$ cat src/rtl/dac_spi_tx.sv
// SPI mode-0 transmitter for a 16-bit DAC. Samples arrive in two's complement, are stored
// in offset binary in a 2-entry FIFO, and are shifted out MSB first, one frame per sample.
module dac_spi_tx #(
    parameter int unsigned CLK_DIV = 4,  // SCLK half-period in clk cycles (>= 2)
    parameter int unsigned GAP     = 2   // minimum clk cycles with chip select high (>= 1)
) (
    input  logic        clk,
    input  logic        ic_rst_n,
    input  logic [15:0] id_data,
    input  logic        ic_val_data,
    output logic        od_sclk,
    output logic        od_mosi,
    output logic        oc_cs_n,
    output logic        oc_busy,
    output logic        oc_ovf
);

    localparam int unsigned DivW = (CLK_DIV > 1) ? $clog2(CLK_DIV) : 1;
    localparam int unsigned GapW = $clog2(GAP + 1);
    localparam logic [DivW-1:0] DivLast = DivW'(CLK_DIV - 1);
    localparam logic [GapW-1:0] GapLast = GapW'(GAP - 1);

    typedef enum logic [1:0] {
        StIdle,
        StShift,
        StEnd
    } state_e;

    state_e          state_q;
    logic [15:0]     mem_q [2];
    logic            wr_ptr_q;
    logic            rd_ptr_q;
    logic [1:0]      cnt_q;
    logic [1:0]      cnt_d;
    logic            push;
    logic            pop;
    logic            drop;
    logic            next_idle;
    logic [15:0]     sh_q;      // bits still to send, next bit in [15]
    logic [3:0]      bit_q;
    logic [DivW-1:0] div_q;
    logic [GapW-1:0] gap_q;
    logic            sclk_q;
    logic            mosi_q;
    logic            cs_n_q;
    logic            busy_q;
    logic            ovf_q;

    // FIFO handshake and whether the FSM is idle after this edge
    always_comb begin
        pop   = (state_q == StIdle) && (cnt_q != 2'd0);
        // a full FIFO still accepts when the head leaves in the same cycle
        push  = ic_val_data && ((cnt_q != 2'd2) || pop);
        drop  = ic_val_data && !push;
        cnt_d = cnt_q;
        if (push && !pop) begin
            cnt_d = cnt_q + 2'd1;
        end else if (pop && !push) begin
            cnt_d = cnt_q - 2'd1;
        end
        next_idle = ((state_q == StIdle) && !pop) ||
                    ((state_q == StEnd) && (gap_q == GapLast));
    end

    // FIFO storage, pointers, occupancy and sticky overflow flag
    always_ff @(posedge clk) begin
        if (!ic_rst_n) begin
            mem_q[0] <= '0;
            mem_q[1] <= '0;
            wr_ptr_q <= 1'b0;
            rd_ptr_q <= 1'b0;
            cnt_q    <= 2'd0;
            ovf_q    <= 1'b0;
        end else begin
            if (push) begin
                mem_q[wr_ptr_q] <= {~id_data[15], id_data[14:0]};
                wr_ptr_q        <= ~wr_ptr_q;
            end
            if (pop) begin
                rd_ptr_q <= ~rd_ptr_q;
            end
            cnt_q <= cnt_d;
            if (drop) begin
                ovf_q <= 1'b1;
            end
        end
    end

    // Frame FSM: all SPI pins and busy are registered here
    always_ff @(posedge clk) begin
        if (!ic_rst_n) begin
            state_q <= StIdle;
            sh_q    <= '0;
            bit_q   <= '0;
            div_q   <= '0;
            gap_q   <= '0;
            sclk_q  <= 1'b0;
            mosi_q  <= 1'b0;
            cs_n_q  <= 1'b1;
            busy_q  <= 1'b0;
        end else begin
            busy_q <= !next_idle || (cnt_d != 2'd0);
            case (state_q)
                StIdle: begin
                    if (pop) begin
                        mosi_q  <= mem_q[rd_ptr_q][15];
                        sh_q    <= {mem_q[rd_ptr_q][14:0], 1'b0};
                        cs_n_q  <= 1'b0;
                        sclk_q  <= 1'b0;
                        div_q   <= '0;
                        bit_q   <= '0;
                        state_q <= StShift;
                    end
                end
                StShift: begin
                    if (div_q == DivLast) begin
                        div_q <= '0;
                        if (!sclk_q) begin
                            sclk_q <= 1'b1;
                        end else begin
                            // end of a bit: SCLK falls and MOSI moves on together
                            sclk_q <= 1'b0;
                            if (bit_q == 4'd15) begin
                                cs_n_q  <= 1'b1;
                                mosi_q  <= 1'b0;
                                gap_q   <= '0;
                                state_q <= StEnd;
                            end else begin
                                bit_q  <= bit_q + 4'd1;
                                mosi_q <= sh_q[15];
                                sh_q   <= {sh_q[14:0], 1'b0};
                            end
                        end
                    end else begin
                        div_q <= div_q + DivW'(1);
                    end
                end
                StEnd: begin
                    if (gap_q == GapLast) begin
                        state_q <= StIdle;
                    end else begin
                        gap_q <= gap_q + GapW'(1);
                    end
                end
                default: state_q <= StIdle;
            endcase
        end
    end

    assign od_sclk = sclk_q;
    assign od_mosi = mosi_q;
    assign oc_cs_n = cs_n_q;
    assign oc_busy = busy_q;
    assign oc_ovf  = ovf_q;

endmodule

$ cat config.mk
export PLATFORM = sky130hd
export DESIGN_NAME = dac_spi_tx
export DESIGN_NICKNAME = d
export VERILOG_FILES = /design/src/rtl/dac_spi_tx.sv
export SDC_FILE = /design/constraint.sdc
export NUM_CORES = 1
export LEC_CHECK = 0
export BUFFER_PORTS_ARGS = -buffer_cell sky130_fd_sc_hd__buf_2
export CAP_MARGIN = 15
export CELL_PAD_IN_SITES_DETAIL_PLACEMENT = 0
export CELL_PAD_IN_SITES_GLOBAL_PLACEMENT = 1
export CORE_MARGIN = 2
export CORE_UTILIZATION = 40
export CTS_BUF_LIST = sky130_fd_sc_hd__clkbuf_8
export DETAILED_ROUTE_END_ITERATION = 8
export PLACE_DENSITY = 0.79
export SLEW_MARGIN = 30
export SYNTH_ARGS = -nofsm -noshare
export SYNTH_HDL_FRONTEND = slang
export SYNTH_SLANG_ARGS = --single-unit
export TNS_END_PERCENT = 50
$ cat constraint.sdc
create_clock -name clk -period 2.2 [get_ports clk]
set_input_delay 0.33 -clock clk [delete_from_list [all_inputs] [get_ports clk]]
set_output_delay 0.33 -clock clk [all_outputs]
set_load 0.01 [all_outputs]
==> reports/metrics.yaml, run 1 <==
status:
  status: "complete, no violations"
synth:
  ys_top_cells_by_count: "nand2_1, nor2_1, dfxtp_1, edfxtp_1, a21oi_1"
  seq_area_frac_synth_pct: 56.5
  yosys_warnings: 0
  ys_types: 40
  synthArstFlopShare_pct: 0
  avgSynthCellArea_um2: 9.81
  synth_area_leaders: "edfxtp_1, dfxtp_1, nand2_1"
  synth_seq_cells: 67
  synth_top_area_share_pct: 32.7
  ys.flop_type: "dfxtp_1"
  synth_cells: 300
  synthesis.nets: 324
  synth_area_leader_cell: "edfxtp_1"
  synth_edf_count: 32
  syn-cell-area_mm2: 0.00294
  synth.most_common_cell: "nand2_1"
clock_tree:
  cts-htree-levels: 3
  cts_sinks: 67
  cts_setup_buffers: 0
  clkLatencyLatePin_ps: 330
  path_clk_slew_ps: 70
  cts_resized: 0
  hold_buffers: 0
  cts.path.max_buffers: 2
  tritoncts: "yes"
  root_buffer: "clkbuf_8"
  cts_made_buffers: 9
drt:
  via_per_inst: 5.01
  drt_iter0_markers: 89
  detail_route.wl_per_cell_um: 13.1
  ant_nets: 0
  firstDrtPassIters: 4
  drcViolationCount: 0
  vias: 2130
  drt-total-wl_um: 5580
sta:
  finalSetupViolCount: 0
  maxSlewHeadroom_pct: 68.3
  fin_skew_ps: 8.21
  hold_viol: 0
  worst_slew_pin_slew_ps: 475
  period_minus_slack_ps: 1980
  setup_tns_ps: 0
  final.period_utilization_pct: 89.8
  holdWs_ps: 312
  fmaxAchievable_mhz: 506
  rsz0062_at_grt: "no"
  fin_ws_ps: 225
  drv_slew: 0
placed_design:
  pre_cts_ws_ps: 228
  hpwl_um: 3520
  io_buffers: 23
  globalplace.congestion: 0.756
floorplanning:
  ios: 24
  die_x_um: 89.8
  placementRows: 31
  die_h_um: 89.8
  design.core.area_mm2: 0.00718
  die_area_mm2: 0.00806
  initial_utilization_pct: 41.0
setup_path:
  cp-start-kind: "flop"
  cpPeakStageDelay_ps: 350
  worstPathArrival_ps: 1960
  worstSetupPathType: "flop to flop"
  cpMaxStageDelayCell: "dfxtp_1"
  cp-end-kind: "flop"
  worstPathCellList: "inv_1, ha_1, o31ai_1, nand2_1, or2_1, nand2_2"
  cp_max_fo: 16
  cp.required_ps: 2180
final_layout:
  drive_gt1_share_pct: 15.0
  layout.filler_cells: 680
  area.sequential_mm2: 0.00166
  antennaDiodeCount: 0
  multi_input_area_mm2: 0.00116
  nets: 345
  area_delta_synth_final_pct: 14.7
job:
  drv_cap: 0
global_route:
  grt_pass1_wl_um: 9430
  first_global_vias: 2019
  overflow: 0
  antenna_found_initial: 0
  grt_use_total_pct: 14.9
  grt_max_degree: 30
pwr:
  cellPowerDensity_mw_per_mm2: 1200
  peakVddDrop_mv: 0.478
  leakagePower_uw: 0.00131
min_path:
  holdCritPathClass: "input port to flop"
[path summary, 6_finish.rpt]
kind                    from           end  slack (ps)  cells past startpoint
setup / recovery    cnt_q[0]  mem_q[0][11]         220                      6
hold / removal    id_data[9]   mem_q[1][9]         310                      3
setup reg to reg    cnt_q[0]  mem_q[0][11]         220                      6
hold reg to reg     sh_q[10]      sh_q[10]         460                      2
[sequential cells by signal (all words and copies together) (netlist names), 2 cells and up, named ones only]
signal   cells
bit_q        4
cnt_q        2
div_q        2
gap_q        2
mem_q       32
sh_q        15
state_q      2
[where the power goes]
part | internal (uW) | switching (uW)
sequential | 1570 | 132
combinational | 454 | 699
clock | 741 | 447
[placed cells by master (no fill, tap or decap), types with 3 or more instances in the layout]
cell	n
a21oi_1	25
a31oi_1	3
buf_2	23
buf_4	8
bufinv_16	3
clkbuf_8	9
dfxtp_1	35
edfxtp_1	32
ha_1	5
inv_1	6
mux2i_1	18
nand2_1	51
nand2b_1	3
nand3_1	5
nor2_1	46
o211ai_1	14
o21ai_0	4
or3_1	3
[cell type report]
cell class / instances / area share (%)
timing repair buffer: 31 / 5.19
tap: 99 / 3.67
multi-input combinational: 207 / 34.5
clock inverter: 7 / 3.19
inverter: 5 / 0.556
sequential: 67 / 49.2
clock buffer: 9 / 3.67
[critical path, delay by kind of cell (launching register included)]
family / cells / cell delay, ps
simple gates: 3 / 700
flops: 1 / 350
buf+inv: 1 / 60
fa+ha+maj: 1 / 240
compound gates: 1 / 270
[per-layer routing]
metal | track usage [%] | wire length [um] | vias to the layer above
met5 | 0 | 0 | -
met4 | 8.46 | 88 | 0
met3 | 4.27 | 172 | 8
met2 | 23.3 | 2680 | 36
met1 | 18.4 | 2640 | 993
li1 | - | - | 1093
[through the flow]
| stage | cells | total power (uW) | utilization [%] | instance area (um^2) |
|---|---|---|---|---|
| 6_report | 425 | 4040 | 47.0 | 3370 |
| 5_1_grt | 425 | 4320 | 47.0 | 3370 |
| 4_1_cts | 425 | 4080 | 47.0 | 3370 |
| 3_5_place_dp | 409 | 2890 | 43.8 | 3140 |
| 3_3_place_gp | 409 | 2870 | 43.8 | 3140 |
| 2_1_floorplan | 300 | 2630 | - | 2940 |
[cells by family (layout without fill, tap and decap cells)]
family	after synthesis	count (layout)	share of synthesized area [%]
AO/OA/AOI/OAI	58	58	12.6
XOR/XNOR	2	2	0.596
adder cells (fa/ha/maj)	5	5	2.13
buffers and inverters	26	52	4.04
flip-flops	67	67	56.5
multiplexers	18	18	6.12
AND/OR/NAND/NOR	124	124	18.0
No activity file was read; power rests on OpenSTA's default activity.
==> run 2, diff against run 1 <==
--- a/config.mk
+++ b/config.mk
@@ -10,10 +10,10 @@
 export CELL_PAD_IN_SITES_DETAIL_PLACEMENT = 0
 export CELL_PAD_IN_SITES_GLOBAL_PLACEMENT = 1
 export CORE_MARGIN = 2
-export CORE_UTILIZATION = 40
+export CORE_UTILIZATION = 43
 export CTS_BUF_LIST = sky130_fd_sc_hd__clkbuf_8
 export DETAILED_ROUTE_END_ITERATION = 8
-export PLACE_DENSITY = 0.79
+export PLACE_DENSITY = 0.84
 export SLEW_MARGIN = 30
 export SYNTH_ARGS = -nofsm -noshare
 export SYNTH_HDL_FRONTEND = slang
==> reports/metrics.yaml, run 2 (same netlist as run 1, synthesis figures left out) <==
pwr:
  power.internal_uw: 2540  # was 2770 uW
  leakagePower_uw: 0.00129  # was 0.00131 uW
  power_frac_seq_pct: 44.4  # was 42.1%
  cellPowerDensity_mw_per_mm2: 1160  # was 1200 mW/mm^2
  clockPowerShare_pct: 25.0  # was 29.4%
  p_switching_uw: 1290  # was 1280 uW
  p_sw_share_pct: 33.7  # was 31.6%
  peakVddDrop_mv: 0.479  # was 0.478 mV
  combPwrFrac_pct: 30.6  # was 28.5%
floorplanning:
  die_x_um: 86.7  # was 89.8 um
  placementRows: 30  # was 31
  die_area_mm2: 0.00752  # was 0.00806 mm^2
  ios: 24  # unchanged
  design.core.area_mm2: 0.00672  # was 0.00718 mm^2
  die_h_um: 86.7  # was 89.8 um
  initial_utilization_pct: 43.8  # was 41.0%
placed_design:
  io_buffers: 23  # unchanged
  hpwl_um: 3500  # was 3520 um
  globalplace.congestion: 0.726  # was 0.756
  pre_cts_ws_ps: 224  # was 228 ps
drt:
  drt-total-wl_um: 5480  # was 5580 um
  vias: 2164  # was 2130
  detail_route.wl_per_cell_um: 13.5  # was 13.1 um
  via_per_inst: 5.32  # was 5.01
  firstDrtPassIters: 4  # unchanged
  drcViolationCount: 0  # unchanged
  drt_iter0_markers: 112  # was 89
  ant_nets: 0  # unchanged
sta:
  worst_slew_pin_slew_ps: 491  # was 475 ps
  rsz0062_at_grt: "no"  # unchanged
  finalSetupViolCount: 0  # unchanged
  holdWs_ps: 304  # was 312 ps
  hold_viol: 0  # unchanged
  setup_tns_ps: 0  # unchanged
  final.period_utilization_pct: 92.0  # was 89.8%
  maxSlewHeadroom_pct: 67.3  # was 68.3%
  fin_skew_ps: 14.1  # was 8.21 ps
  fin_ws_ps: 177  # was 225 ps
  period_minus_slack_ps: 2020  # was 1980 ps
  fmaxAchievable_mhz: 494  # was 506 MHz
  drv_slew: 0  # unchanged
final_layout:
  final_common_cell: "nand2_1"  # unchanged
  antennaDiodeCount: 0  # unchanged
  final_cell_mix: "nand2_1, nor2_1, dfxtp_1"  # unchanged
  reg_top3: "mem_q x32, sh_q x15, bit_q x4"  # unchanged
  largest_reg_flops: 32  # unchanged
  drive_gt1_share_pct: 15.0  # about the same
  area_delta_synth_final_pct: 12.6  # was 14.7%
  layout.filler_cells: 628  # was 680
  nets: 346  # was 345
  regMostFlops: "mem_q"  # unchanged
status:
  status: "complete, no violations"  # unchanged
min_path:
  hold_path_end: "mem_q[1][7]"  # was mem_q[1][9]
  holdCritPathClass: "input port to flop"  # unchanged
  holdCritStartpoint: "id_data[7]"  # was id_data[9]
  holdPathStages: 3  # unchanged
setup_path:
  cp.required_ps: 2180  # about the same
  worstSetupPathType: "flop to flop"  # unchanged
  cp-end-kind: "flop"  # unchanged
  worstPathArrival_ps: 2000  # was 1960 ps
  cp_max_fo: 16  # unchanged
  reg2reg_slack_ps: 180  # was 220 ps
  cp-start-kind: "flop"  # unchanged
  reg2reg_from: "cnt_q[0]"  # unchanged
  reg2reg_depth: 6  # unchanged
  reg2reg_to: "mem_q[0][11]"  # unchanged
clock_tree:
  hold_buffers: 0  # unchanged
  root_buffer: "clkbuf_8"  # unchanged
  cts.path.max_buffers: 2  # unchanged
  cts_resized: 0  # unchanged
  path_clk_slew_ps: 80  # was 70 ps
  cts_setup_buffers: 0  # unchanged
  cts-htree-levels: 3  # unchanged
  cts_made_buffers: 9  # unchanged
  tritoncts: "yes"  # unchanged
  clkLatencyLatePin_ps: 340  # was 330 ps
  cts_sinks: 67  # unchanged
global_route:
  grt_max_degree: 30  # unchanged
  antenna_found_initial: 0  # unchanged
  grt_use_total_pct: 15.9  # was 14.9%
  grt_pass1_wl_um: 9240  # was 9430 um
  overflow: 0  # unchanged
  first_global_vias: 2028  # was 2019
job:
  drv_cap: 0  # unchanged
-- run 2: power groups by stage --
stage	sequential, uW	combinational, uW	clock (uW)
after global placement	1720	1150	0
final	1700	1170	956
after floorplan	1690	937	0
after CTS	1700	1180	978
after global routing	1730	1320	1030
after detailed placement	1730	1170	0
-- run 2: cell type report --
| cell class | count | area, um^2 | area share [%] |
|---|---|---|---|
| repair buffers | 32 | 183 | 5.52 |
| clock buffers | 9 | 124 | 3.74 |
| clock inverters | 7 | 61.3 | 1.85 |
| inverters | 5 | 18.8 | 0.567 |
| flip-flops and latches | 67 | 1660 | 50.2 |
| well taps | 80 | 100 | 3.02 |
| multi-input cells | 207 | 1160 | 35.1 |
-- run 2: per-layer routing --
| metal | share of wire, % | wire (um) | vias up | track usage [%] |
|---|---|---|---|---|
| met5 | 0 | 0 | - | 0 |
| met4 | 2.0 | 109 | 0 | 7.24 |
| met3 | 4.5 | 245 | 11 | 3.43 |
| met2 | 46 | 2550 | 50 | 25.0 |
| met1 | 47 | 2580 | 1008 | 20.9 |
| li1 | - | - | 1095 | - |
-- run 2: worst max-delay path by stage --
stage,from,endpoint,depth (start not counted)
final,cnt_q[0],mem_q[0][11],6
after global routing,cnt_q[1],mem_q[0][12],6
after CTS,cnt_q[0],mem_q[0][13],6
after detailed placement,cnt_q[0],mem_q[0][12],6
after global placement,cnt_q[0],mem_q[0][6],6
after floorplan,cnt_q[0],mem_q[1][0],6
-- run 2: critical path, stage by stage (launching register included) --
cell and delay, ps:
dfxtp_1 350, inv_1 60, ha_1 260, o31ai_1 280
nand2_1 110, or2_1 240, nand2_2 360
-- run 2: metrics by stage --
step	total power, uW	cell area [um^2]	instances	utilization [%]
floorplan	2630	2940	300	-
detailed placement	2900	3130	391	46.5
CTS	3860	3310	407	49.3
finish	3830	3310	407	49.3
global placement	2870	3130	391	46.5
global route	4090	3310	407	49.3
